===== config.mk =====
export PLATFORM = sky130hd
export DESIGN_NAME = cfgreg_mc_flat
export DESIGN_NICKNAME = d
export VERILOG_FILES = /design/src/rtl/cfgreg_mc_pkg.sv /design/src/rtl/apb_intf.sv /design/src/rtl/cfgreg_rstseq.sv /design/src/rtl/cfgreg_mc.sv /design/src/flat_wrapper.sv
export SDC_FILE = /design/constraint.sdc
export NUM_CORES = 1
export LEC_CHECK = 0
export ABC_CLOCK_PERIOD_IN_PS = 2400
export BUFFER_PORTS_ARGS = -buffer_cell sky130_fd_sc_hd__buf_2
export CORE_MARGIN = 2
export CORE_UTILIZATION = 35
export CTS_CLUSTER_DIAMETER = 30
export DETAILED_ROUTE_END_ITERATION = 10
export PLACE_DENSITY_LB_ADDON = 0.12
export SLEW_MARGIN = 20
export SYNTH_ARGS = -nofsm -noshare
export SYNTH_HDL_FRONTEND = slang
export SYNTH_SLANG_ARGS = --single-unit

===== constraint.sdc =====
create_clock -name clk -period 2.4 [get_ports clk]
set_input_delay 0.36 -clock clk [delete_from_list [all_inputs] [get_ports clk]]
set_output_delay 0.36 -clock clk [all_outputs]
set_load 0.02 [all_outputs]

===== src/rtl/cfgreg_mc_pkg.sv =====
// Shared definitions for the multi-core config register block: register
// offsets, the reset-sequencer state type and a counter-width helper.
package cfgreg_mc_pkg;

  localparam int unsigned APB_DW = 32;
  localparam int unsigned ADDR_W = 12;

  // Register offsets within the 4 KiB window (paddr[11:0])
  localparam logic [ADDR_W-1:0] RSTREQ       = 12'h000;
  localparam logic [ADDR_W-1:0] RSTSTAT      = 12'h004;
  localparam logic [ADDR_W-1:0] DDROFFSET    = 12'h008;
  localparam logic [ADDR_W-1:0] LOCK         = 12'h00C;
  localparam logic [ADDR_W-1:0] BOOTVEC_BASE = 12'h100;
  localparam logic [ADDR_W-1:0] SCRATCH_BASE = 12'h200;

  typedef enum logic [1:0] {
    OFF  = 2'd0,
    HOLD = 2'd1,
    ON   = 2'd2
  } rstseq_state_e;

  // Hold counter width: max(1, clog2(dly+1))
  function automatic int unsigned cnt_width(input int unsigned dly);
    return (dly == 0) ? 1 : $clog2(dly + 1);
  endfunction

endpackage


===== src/rtl/apb_intf.sv =====
// APB bus bundle: 32-bit address/data, psel/penable/pwrite handshake,
// pready/pslverr completion.
//   slave  : receives paddr/pwdata/psel/penable/pwrite, drives prdata/pready/pslverr
//   master : the mirror image
interface apb_intf;
  logic [31:0] paddr;
  logic [31:0] pwdata;
  logic [31:0] prdata;
  logic        psel;
  logic        penable;
  logic        pwrite;
  logic        pready;
  logic        pslverr;

  modport slave (
    input  paddr, pwdata, psel, penable, pwrite,
    output prdata, pready, pslverr
  );

  modport master (
    output paddr, pwdata, psel, penable, pwrite,
    input  prdata, pready, pslverr
  );
endinterface


===== src/rtl/cfgreg_rstseq.sv =====
// Per-core reset-release sequencer: OFF -> HOLD (RST_DLY cycles) -> ON.
// Dropping req from HOLD or ON returns to OFF.
//   clk, rst : clock, synchronous active-high reset
//   req      : software release request for this core
//   rstn_o   : registered core reset, 0 = core held in reset
module cfgreg_rstseq
  import cfgreg_mc_pkg::*;
#(
  parameter int unsigned RST_DLY = 16
) (
  input  logic clk,
  input  logic rst,
  input  logic req,
  output logic rstn_o
);

  localparam int unsigned CW = cnt_width(RST_DLY);
  localparam logic [CW-1:0] CNT_LOAD = CW'((RST_DLY == 0) ? 32'd0 : RST_DLY - 1);

  rstseq_state_e state;
  logic [CW-1:0] cnt;

  // Counter is only decremented while non-zero, so it never wraps
  always_ff @(posedge clk) begin
    if (rst) begin
      state  <= OFF;
      cnt    <= '0;
      rstn_o <= 1'b0;
    end else begin
      case (state)
        OFF: begin
          if (req) begin
            if (RST_DLY == 0) begin
              state  <= ON;
              rstn_o <= 1'b1;
            end else begin
              state <= HOLD;
              cnt   <= CNT_LOAD;
            end
          end
        end
        HOLD: begin
          if (!req) begin
            state <= OFF;
          end else if (cnt == '0) begin
            state  <= ON;
            rstn_o <= 1'b1;
          end else begin
            cnt <= cnt - CW'(1);
          end
        end
        ON: begin
          if (!req) begin
            state  <= OFF;
            rstn_o <= 1'b0;
          end
        end
        default: begin
          state  <= OFF;
          rstn_o <= 1'b0;
        end
      endcase
    end
  end

endmodule


===== src/rtl/cfgreg_mc.sv =====
// Multi-core configuration register block on zero-wait-state APB.
// Holds per-core boot vectors, the DDR offset, scratch registers and the
// per-core reset release requests feeding one cfgreg_rstseq per core.
// Optional macro CFGREG_MC_LOCK_EN adds a sticky LOCK register at 0x00C
// that blocks DDROFFSET/BOOTVEC writes until rst.
//   clk, rst     : clock, synchronous active-high reset
//   apb          : APB slave (prdata/pslverr registered in setup phase)
//   core_bootvec : per-core boot vector
//   ddr_offset   : DDR address offset
//   core_rstn    : per-core reset, 0 = held in reset
module cfgreg_mc
  import cfgreg_mc_pkg::*;
#(
  parameter int unsigned NCORE          = 2,
  parameter int unsigned XLEN           = 32,
  parameter int unsigned NSCRATCH       = 2,
  parameter int unsigned RST_DLY        = 16,
  parameter logic [31:0] DDR_OFFSET_RST = 32'h2000_0000
) (
  input  logic                         clk,
  input  logic                         rst,
  apb_intf.slave                       apb,
  output logic [NCORE-1:0][XLEN-1:0]   core_bootvec,
  output logic [31:0]                  ddr_offset,
  output logic [NCORE-1:0]             core_rstn
);

  logic [ADDR_W-1:0]         addr;
  logic                      setup;
  logic                      wr;
  logic [NCORE-1:0]          req;
  logic [APB_DW-1:0]         scratch [NSCRATCH];
  logic [4:0]                bv_idx;
  logic [5:0]                scr_idx;
  logic                      bv_hit;
  logic                      scr_hit;
  logic                      locked;

  logic [APB_DW-1:0]         rdata_c;
  logic                      err_c;
  logic                      we_req_c;
  logic                      we_ddr_c;
  logic                      we_scr_c;
  logic                      we_lock_c;
  logic [NCORE-1:0][XLEN-1:0] bv_next_c;
  logic [63:0]               bv_ext;

  assign addr    = apb.paddr[ADDR_W-1:0];
  assign setup   = apb.psel & ~apb.penable;
  assign wr      = setup & apb.pwrite;
  assign bv_idx  = addr[7:3];
  assign scr_idx = addr[7:2];

  assign bv_hit  = (addr[11:8] == BOOTVEC_BASE[11:8]) && (addr[1:0] == 2'b00) &&
                   (32'(bv_idx) < NCORE);
  assign scr_hit = (addr[11:8] == SCRATCH_BASE[11:8]) && (addr[1:0] == 2'b00) &&
                   (32'(scr_idx) < NSCRATCH);

  assign apb.pready = 1'b1;

`ifdef CFGREG_MC_LOCK_EN
  logic lock;

  // Write-1-set, sticky until rst
  always_ff @(posedge clk) begin
    if (rst) begin
      lock <= 1'b0;
    end else if (we_lock_c && apb.pwdata[0]) begin
      lock <= 1'b1;
    end
  end

  assign locked = lock;
`else
  assign locked = 1'b0;
`endif

  // Address decode: read mux, write enables, error and next boot vectors
  always_comb begin
    rdata_c   = '0;
    err_c     = 1'b0;
    we_req_c  = 1'b0;
    we_ddr_c  = 1'b0;
    we_scr_c  = 1'b0;
    we_lock_c = 1'b0;
    bv_next_c = core_bootvec;
    bv_ext    = '0;

    if (addr == RSTREQ) begin
      rdata_c  = 32'(req);
      we_req_c = wr;
    end else if (addr == RSTSTAT) begin
      rdata_c = 32'(core_rstn);
      err_c   = wr;
    end else if (addr == DDROFFSET) begin
      rdata_c  = ddr_offset;
      err_c    = wr & locked;
      we_ddr_c = wr & ~locked;
`ifdef CFGREG_MC_LOCK_EN
    end else if (addr == LOCK) begin
      rdata_c   = 32'(lock);
      we_lock_c = wr;
`endif
    end else if (bv_hit) begin
      for (int i = 0; i < NCORE; i++) begin
        if (bv_idx == 5'(i)) begin
          bv_ext  = 64'(core_bootvec[i]);
          // The high word only exists for 64-bit boot vectors
          rdata_c = addr[2] ? ((XLEN == 64) ? bv_ext[63:32] : 32'd0) : bv_ext[31:0];
          if (wr && locked) begin
            err_c = 1'b1;
          end else if (wr) begin
            if (!addr[2]) begin
              bv_ext[31:0] = apb.pwdata;
            end else if (XLEN == 64) begin
              bv_ext[63:32] = apb.pwdata;
            end
            bv_next_c[i] = XLEN'(bv_ext);
          end
        end
      end
    end else if (scr_hit) begin
      for (int j = 0; j < NSCRATCH; j++) begin
        if (scr_idx == 6'(j)) begin
          rdata_c = scratch[j];
        end
      end
      we_scr_c = wr;
    end else begin
      err_c = wr;
    end
  end

  // Register state and APB response, captured on the edge ending setup
  always_ff @(posedge clk) begin
    if (rst) begin
      req          <= '0;
      ddr_offset   <= DDR_OFFSET_RST;
      core_bootvec <= '0;
      for (int j = 0; j < NSCRATCH; j++) begin
        scratch[j] <= '0;
      end
      apb.prdata   <= '0;
      apb.pslverr  <= 1'b0;
    end else begin
      if (setup) begin
        apb.prdata  <= rdata_c;
        apb.pslverr <= err_c;
      end
      if (we_req_c) begin
        req <= apb.pwdata[NCORE-1:0];
      end
      if (we_ddr_c) begin
        ddr_offset <= apb.pwdata;
      end
      core_bootvec <= bv_next_c;
      for (int j = 0; j < NSCRATCH; j++) begin
        if (we_scr_c && (scr_idx == 6'(j))) begin
          scratch[j] <= apb.pwdata;
        end
      end
    end
  end

  for (genvar i = 0; i < NCORE; i++) begin : g_seq
    cfgreg_rstseq #(
      .RST_DLY (RST_DLY)
    ) u_seq (
      .clk    (clk),
      .rst    (rst),
      .req    (req[i]),
      .rstn_o (core_rstn[i])
    );
  end

endmodule

===== src/flat_wrapper.sv =====
// flat-port wrapper written by rule: the top's interface ports become plain ports
module cfgreg_mc_flat import cfgreg_mc_pkg::*;
#(
  parameter int unsigned NCORE          = 2,
  parameter int unsigned XLEN           = 32,
  parameter int unsigned NSCRATCH       = 2,
  parameter int unsigned RST_DLY        = 16,
  parameter logic [31:0] DDR_OFFSET_RST = 32'h2000_0000
)
  (clk, rst, core_bootvec, ddr_offset, core_rstn, apb_paddr, apb_pwdata, apb_psel, apb_penable, apb_pwrite, apb_prdata, apb_pready, apb_pslverr);
  apb_intf apb_i ();
  input  logic clk;
  input  logic rst;
  output logic [NCORE-1:0][XLEN-1:0] core_bootvec;
  output logic [31:0] ddr_offset;
  output logic [NCORE-1:0] core_rstn;
  input wire logic [$bits(apb_i.paddr)-1:0] apb_paddr;
  input wire logic [$bits(apb_i.pwdata)-1:0] apb_pwdata;
  input wire logic [$bits(apb_i.psel)-1:0] apb_psel;
  input wire logic [$bits(apb_i.penable)-1:0] apb_penable;
  input wire logic [$bits(apb_i.pwrite)-1:0] apb_pwrite;
  output wire logic [$bits(apb_i.prdata)-1:0] apb_prdata;
  output wire logic [$bits(apb_i.pready)-1:0] apb_pready;
  output wire logic [$bits(apb_i.pslverr)-1:0] apb_pslverr;
  assign apb_i.paddr = apb_paddr;
  assign apb_i.pwdata = apb_pwdata;
  assign apb_i.psel = apb_psel;
  assign apb_i.penable = apb_penable;
  assign apb_i.pwrite = apb_pwrite;
  assign apb_prdata = apb_i.prdata;
  assign apb_pready = apb_i.pready;
  assign apb_pslverr = apb_i.pslverr;
  cfgreg_mc #(.NCORE(NCORE), .XLEN(XLEN), .NSCRATCH(NSCRATCH), .RST_DLY(RST_DLY), .DDR_OFFSET_RST(DDR_OFFSET_RST)) u_core (.clk(clk), .rst(rst), .apb(apb_i), .core_bootvec(core_bootvec), .ddr_offset(ddr_offset), .core_rstn(core_rstn));
endmodule

Word-level counts from Yosys, hierarchy flattened
Memories as Yosys holds them, arrays and structs flattened.
Index checks and enable logic that the tools add are counted.
{ "op_classes": {"bitwise": 11, "magnitude_cmp": 2, "n_addsub": 2, "n_eq_ne": 22, "muxes": 61, "reduce_logical": 24} }
{ "op_table": {"columns": ["op", "count"], "rows": [
  ["32-bit 2-to-1 mux", 13],
  ["5-bit 2-to-1 mux", 6],
  ["1-bit 2-to-1 mux", 28],
  ["5-bit one-hot mux with 2 select lines", 2],
  ["2-bit 2-to-1 mux", 8],
  ["4-bit AND reduction", 4],
  ["5-bit zero test", 3],
  ["7-bit AND reduction", 2],
  ["12-bit by 3-bit == test with 1-bit output (second input constant)", 1],
  ["12-bit by 4-bit == test with 1-bit output (second input constant)", 1],
  ["12-bit zero test", 1],
  ["2-bit != test (second input constant)", 6],
  ["2-bit one-hot mux with 3 select lines", 2],
  ["5-bit by 1-bit subtractor with 5-bit output (second input constant)", 2],
  ["2-bit by 1-bit != test with 1-bit output (second input constant)", 4],
  ["1-bit inverter", 7],
  ["6-bit by 1-bit == test with 1-bit output (second input constant)", 1],
  ["1-bit logical AND", 6],
  ["2-bit zero test", 3],
  ["6-bit zero test", 1],
  ["6-bit by 2-bit less-than comparator with 1-bit output (second input constant)", 1],
  ["3-bit != test (second input constant)", 2],
  ["1-bit one-hot mux with 3 select lines", 2],
  ["3-bit AND reduction", 2],
  ["9 further kinds", 14]
]} }
{ "word_totals": {"ram_bits": 64, "mem_count": 1, "word_cells": 135, "regBits": 147, "out_inout_bits": 132, "inputBits": 69} }
{ "memory_table": {"columns": ["name", "words", "width", "read_ports", "rd_ports_with_merged_regs", "write_ports", "line_no", "rtl"], "rows": [
  ["u_core.scratch", 2, 32, 2, 0, 2, "cfgreg_mc.sv:32", "logic [APB_DW-1:0] scratch [NSCRATCH];"]
]} }

Logic depth before layout (Yosys ltp)
{ "depth": {"ltp_word": 13, "ltp_mapped": 8, "depth_no_buf": 6} }

By module
Synthesis repeated with hierarchy kept, for this count alone.
{ "unflattened": {"cells_unflattened": 903, "area_unflattened_um2": 9163.8} }
{ "modules_own_cells": {"columns": ["module", "area_each_um2", "instances", "cells_per_inst"], "rows": [
  ["cfgreg_mc", 8350.5, 1, 815],
  ["cfgreg_rstseq", 406.6, 2, 44]
]} }

Worst setup path after synthesis
OpenSTA, ideal clock, no wires.
{ "synth_timing": {"path_kind": "input to register", "start": "in apb_paddr[5]", "end": "mem u_core.scratch[0][0] (enable)", "path_slack_ns": -0.058, "arrival_ns": 2.070, "stages": 5, "path_cell_list": "nor4_2 -> nand2b_2 -> clkbuf_1 -> nor2_1 -> a21o_1"} }
{ "synth_rtl": {"columns": ["item", "line_no", "rtl"], "rows": [
  ["start: declaration", "flat_wrapper.sv:17", "input wire logic [$bits(apb_i.paddr)-1:0] apb_paddr;"],
  ["end: declaration", "cfgreg_mc.sv:32", null]
]} }

Worst setup path in the final report
{ "layout_timing": {"start": "reg u_core.g_seq[0].u_seq.cnt[0]", "end": "reg u_core.g_seq[0].u_seq.cnt[4]"} }
{ "layout_between": {"elab_chain_cells": 4, "word_cells_on_any_way": 7, "cone_classes": "add/sub: 1; eq/ne: 1; mux: 3; reduce/logical: 2"} }
{ "layout_lines": {"columns": ["item", "line_no", "rtl"], "rows": [
  ["start: declaration", "cfgreg_rstseq.sv:21", "logic [CW-1:0] cnt;"],
  ["start signal: assignment", "cfgreg_rstseq.sv:49", "cnt <= cnt - CW'(1);"],
  ["5-bit by 1-bit subtractor with 5-bit output", "cfgreg_rstseq.sv:49", null],
  ["5-bit 2-to-1 mux", "cfgreg_rstseq.sv:45", "end else if (cnt == '0) begin"],
  ["5-bit 2-to-1 mux", "cfgreg_rstseq.sv:43", "if (!req) begin"],
  ["5-bit one-hot mux with 2 select lines", "cfgreg_rstseq.sv:30", "case (state)"]
]} }
Parallel ways exist; a longest one is shown, timed or not. The select of a mux whose other input is x is not followed.
A chain may end at the register's enable or synchronous reset.

==> run metrics <==
status finished clean; max-slew violations 0; first-pass GRT wire length slightly below 50000 um; Post-synth EDFFs 64; Post-Route Setup TNS 0 ns; reg2reg end u_core.g_seq[0].u_seq.cnt[4]$_SDFFE_PP0P_; Routed Antenna Nets 0; Seq/Total Area, Yosys slightly above 50%; relative slew slack 36.3%; async set or reset register ratio after synthesis 0%; post-DP HPWL between 15000 and 20000 um; syn_nets approximately 1100; DRT iter0 DRCs 527; count of different cell masters after synthesis between 50 and 60; clock insertion delay at the later pin of the skew report approximately 0.54 ns; Crit. Startpoint u_core.g_seq[0].u_seq.cnt[0]$_SDFFE_PP0P_; Die W around 170 um; clock buffer depth 3; P per Cell Area between 900 and 1000 nW/um^2; Seq pwr share between 30% and 40%; IO Port Bufs 179; Setup CP Type reg2reg; max cap viols 0; Peak VDD IR between 0.5 and 0.6 mV; combinational group share of total power 3.8%; CP Launch Type flip-flop; Avg Cell Area, Syn ~9.4 um^2; Slew @ Worst Pin 0.955 ns; Ys Warns 0; Syn Inst Count between 1000 and 1500; Worst Setup EP u_core.g_seq[0].u_seq.cnt[4]$_SDFFE_PP0P_; fin nets roughly 1300; antenna violations before repair 2; grt ovf 0; Die Ht approximately 170 um; final clock skew around 0.012 ns; initial cell density of the core between 30% and 40%; clock-pin slew on the worst setup and hold paths ~0.040 ns; Layout Area Growth over Synthesis 33.6%; Critical Path Fanout Max 5; CTS tree yes; drt drc 0; setup bufs post-CTS 0; via count roughly 8600; post-CTS resize count 0; cts hold-fix bufs 0; clock network power share between 60% and 70%; clock buffer count from CTS 50; fill cell count about 2600; final worst path period share 75.0%; htree depth 2; fmax ~560 MHz; P_int approximately 9000 uW; final core utilization a little under half; cell depth of the worst flop-to-flop path 7; GRT Total Usage 22.2%; Arr. time, crit path 2.21 ns; DIE AREA 28400 um^2; share of layout cells above drive strength 1 approximately 27%; vias in the first global route 8335; unrepaired setup endpoints after global routing no; Hold WC Path Type in2reg; vias per std cell approximately 5.5; Placer Congestion between 0.7 and 0.8; Post-Route WL around 32000 um; P_sw between 2000 and 2500 uW; # diodes 0; IO Count 201; CTS Sinks roughly 210; Post-Syn Area 9460 um^2; min cycle time layout between 1.5 and 2 ns; P_leak 0.00491 uW; Switching Share 21.6%; CP Capture Type flip-flop; final setup vio count 0; worst hold slack 0.110 ns; r2r setup slk between 0.5 and 0.6 ns; clk root buf clkbuf_16; Final Hold Fails 0; Synth Flop Type dfxtp_1; largest net degree at the start of global routing 48; row count 60; WL/cell 20.5 um; Reg2Reg Launch Point u_core.g_seq[0].u_seq.cnt[0]$_SDFFE_PP0P_; TritonRoute pass-1 iters 5; Synth Register Bits 211; Crit path required time between 2 and 3 ns; core area about 27000 um^2
[power groups by stage]
stage                     Clock [uW]  Combinational (uW)  Sequential [uW]
after floorplan                    0                 231             3810
after CTS                       7330                 439             3750
after global routing            7530                 470             3750
after detailed placement           0                 438             3810
final                           7240                 439             3750
after global placement             0                 436             3810
[critical path, stage by stage (launching register included)]
cell       delay, ns
dfxtp_1         0.37
inv_1           0.08
ha_1            0.20
nor4b_1         0.14
buf_4           0.15
a2111oi_0       0.50
xnor2_1         0.18
nor3_1          0.06
[Yosys cell counts (all sizes together) (3+ instances only)]
| master | n | area (um^2) |
|---|---|---|
| a2bb2oi | 3 | 26.3 |
| xnor2 | 5 | 43.8 |
| a211oi | 6 | 45.0 |
| buf | 38 | 231 |
| nand2b | 10 | 65.1 |
| nor4 | 3 | 37.5 |
| nand2 | 43 | 161 |
| nor2b | 6 | 37.5 |
| dfxtp | 147 | 2940 |
| o21ai | 159 | 796 |
| inv | 7 | 26.3 |
| or2 | 4 | 25.0 |
| a21oi | 131 | 656 |
| mux2i | 66 | 661 |
| o21a | 30 | 225 |
| nor2 | 17 | 63.8 |
| edfxtp | 64 | 1920 |
| nand3 | 97 | 485 |
| o22ai | 32 | 200 |
| ha | 4 | 50.1 |
| and2 | 33 | 206 |
| nor3 | 7 | 46.3 |
| clkbuf | 62 | 233 |
[how the worst min path moves through the flow]
stage,start,to,slack [ns],cells after the start
after floorplan,u_core.g_seq[0].u_seq.state[1]$_SDFFE_PP0P_,u_core.g_seq[0].u_seq.rstn_o$_SDFFE_PP0P_,0.48,1
after global placement,u_core.apb.prdata[6]$_SDFFE_PP0N_,u_core.apb.prdata[6]$_SDFFE_PP0N_,0.45,2
after detailed placement,u_core.apb.prdata[25]$_SDFFE_PP0N_,u_core.apb.prdata[25]$_SDFFE_PP0N_,0.44,2
after CTS,apb_pwdata[2],u_core.core_bootvec[2]$_SDFFE_PP0P_,0.1,3
after global routing,apb_pwdata[28],u_core.ddr_offset[28]$_SDFFE_PP0P_,0.11,3
final,apb_pwdata[31],u_core.core_bootvec[31]$_SDFFE_PP0P_,0.11,3
[cell families after synthesis]
kind of cell             share of synthesized area (%)
AO/OA/AOI/OAI                                     21.7
XOR/XNOR                                         0.463
adder cells (fa/ha/maj)                          0.529
buffers and inverters                             5.18
flip-flops                                        51.4
multiplexers                                      7.22
other                                           0.0396
AND/OR/NAND/NOR                                   13.5
[layer usage]
layer	wire length, um	global-route usage (%)
met5	21	0
met3	2020	4.28
met1	14400	29.6
met4	576	6.97
met2	15100	36.4
[through the flow]
stage          area, um^2  cells  setup slack [ns]  power, uW
3_3_place_gp        10800   1472             0.143       4250
2_1_floorplan        9460   1008            0.0346       4040
6_report            12600   1566             0.600      11400
5_1_grt             12600   1566             0.361      11800
3_5_place_dp        10800   1472             0.146       4250
4_1_cts             12600   1566             0.556      11500
[registers in the layout, summed over array words and instances, names as in the netlist]
register and count:
u_core.g_seq.u_seq.cnt 10, u_core.req 2, u_core.apb.prdata 32, u_core.core_bootvec 64, u_core.g_seq.u_seq.state 4, u_core.ddr_offset 32, u_core.scratch 64, u_core.apb.pslverr 1
u_core.g_seq.u_seq.rstn_o 2
[layout by cell type, fill, tap and decap left out, drive strengths merged, types with 3 or more instances in the layout]
master / instances
nor2b: 6
dfxtp: 147
a2bb2oi: 3
a211oi: 6
clkbuf: 54
clkinv: 17
or2: 4
a21oi: 131
inv: 9
nand2: 43
o21a: 30
and2: 33
nor4: 3
nand2b: 10
xnor2: 5
mux2i: 66
nor3: 7
clkinvlp: 9
o22ai: 32
bufinv: 12
o21ai: 159
edfxtp: 64
ha: 4
buf: 223
nor2: 17
nand3: 97
[layout make-up]
type	instances	area, um^2	area share [%]
Multi-Input combinational cell	690	4160	32.9
Clock buffer	54	1270	10.0
Sequential cell	211	4860	38.5
Tap cell	341	427	3.38
Clock inverter	40	543	4.30
Inverter	7	26.3	0.208
Timing Repair Buffer	223	1360	10.7
Power figures use the tool's default switching activity.
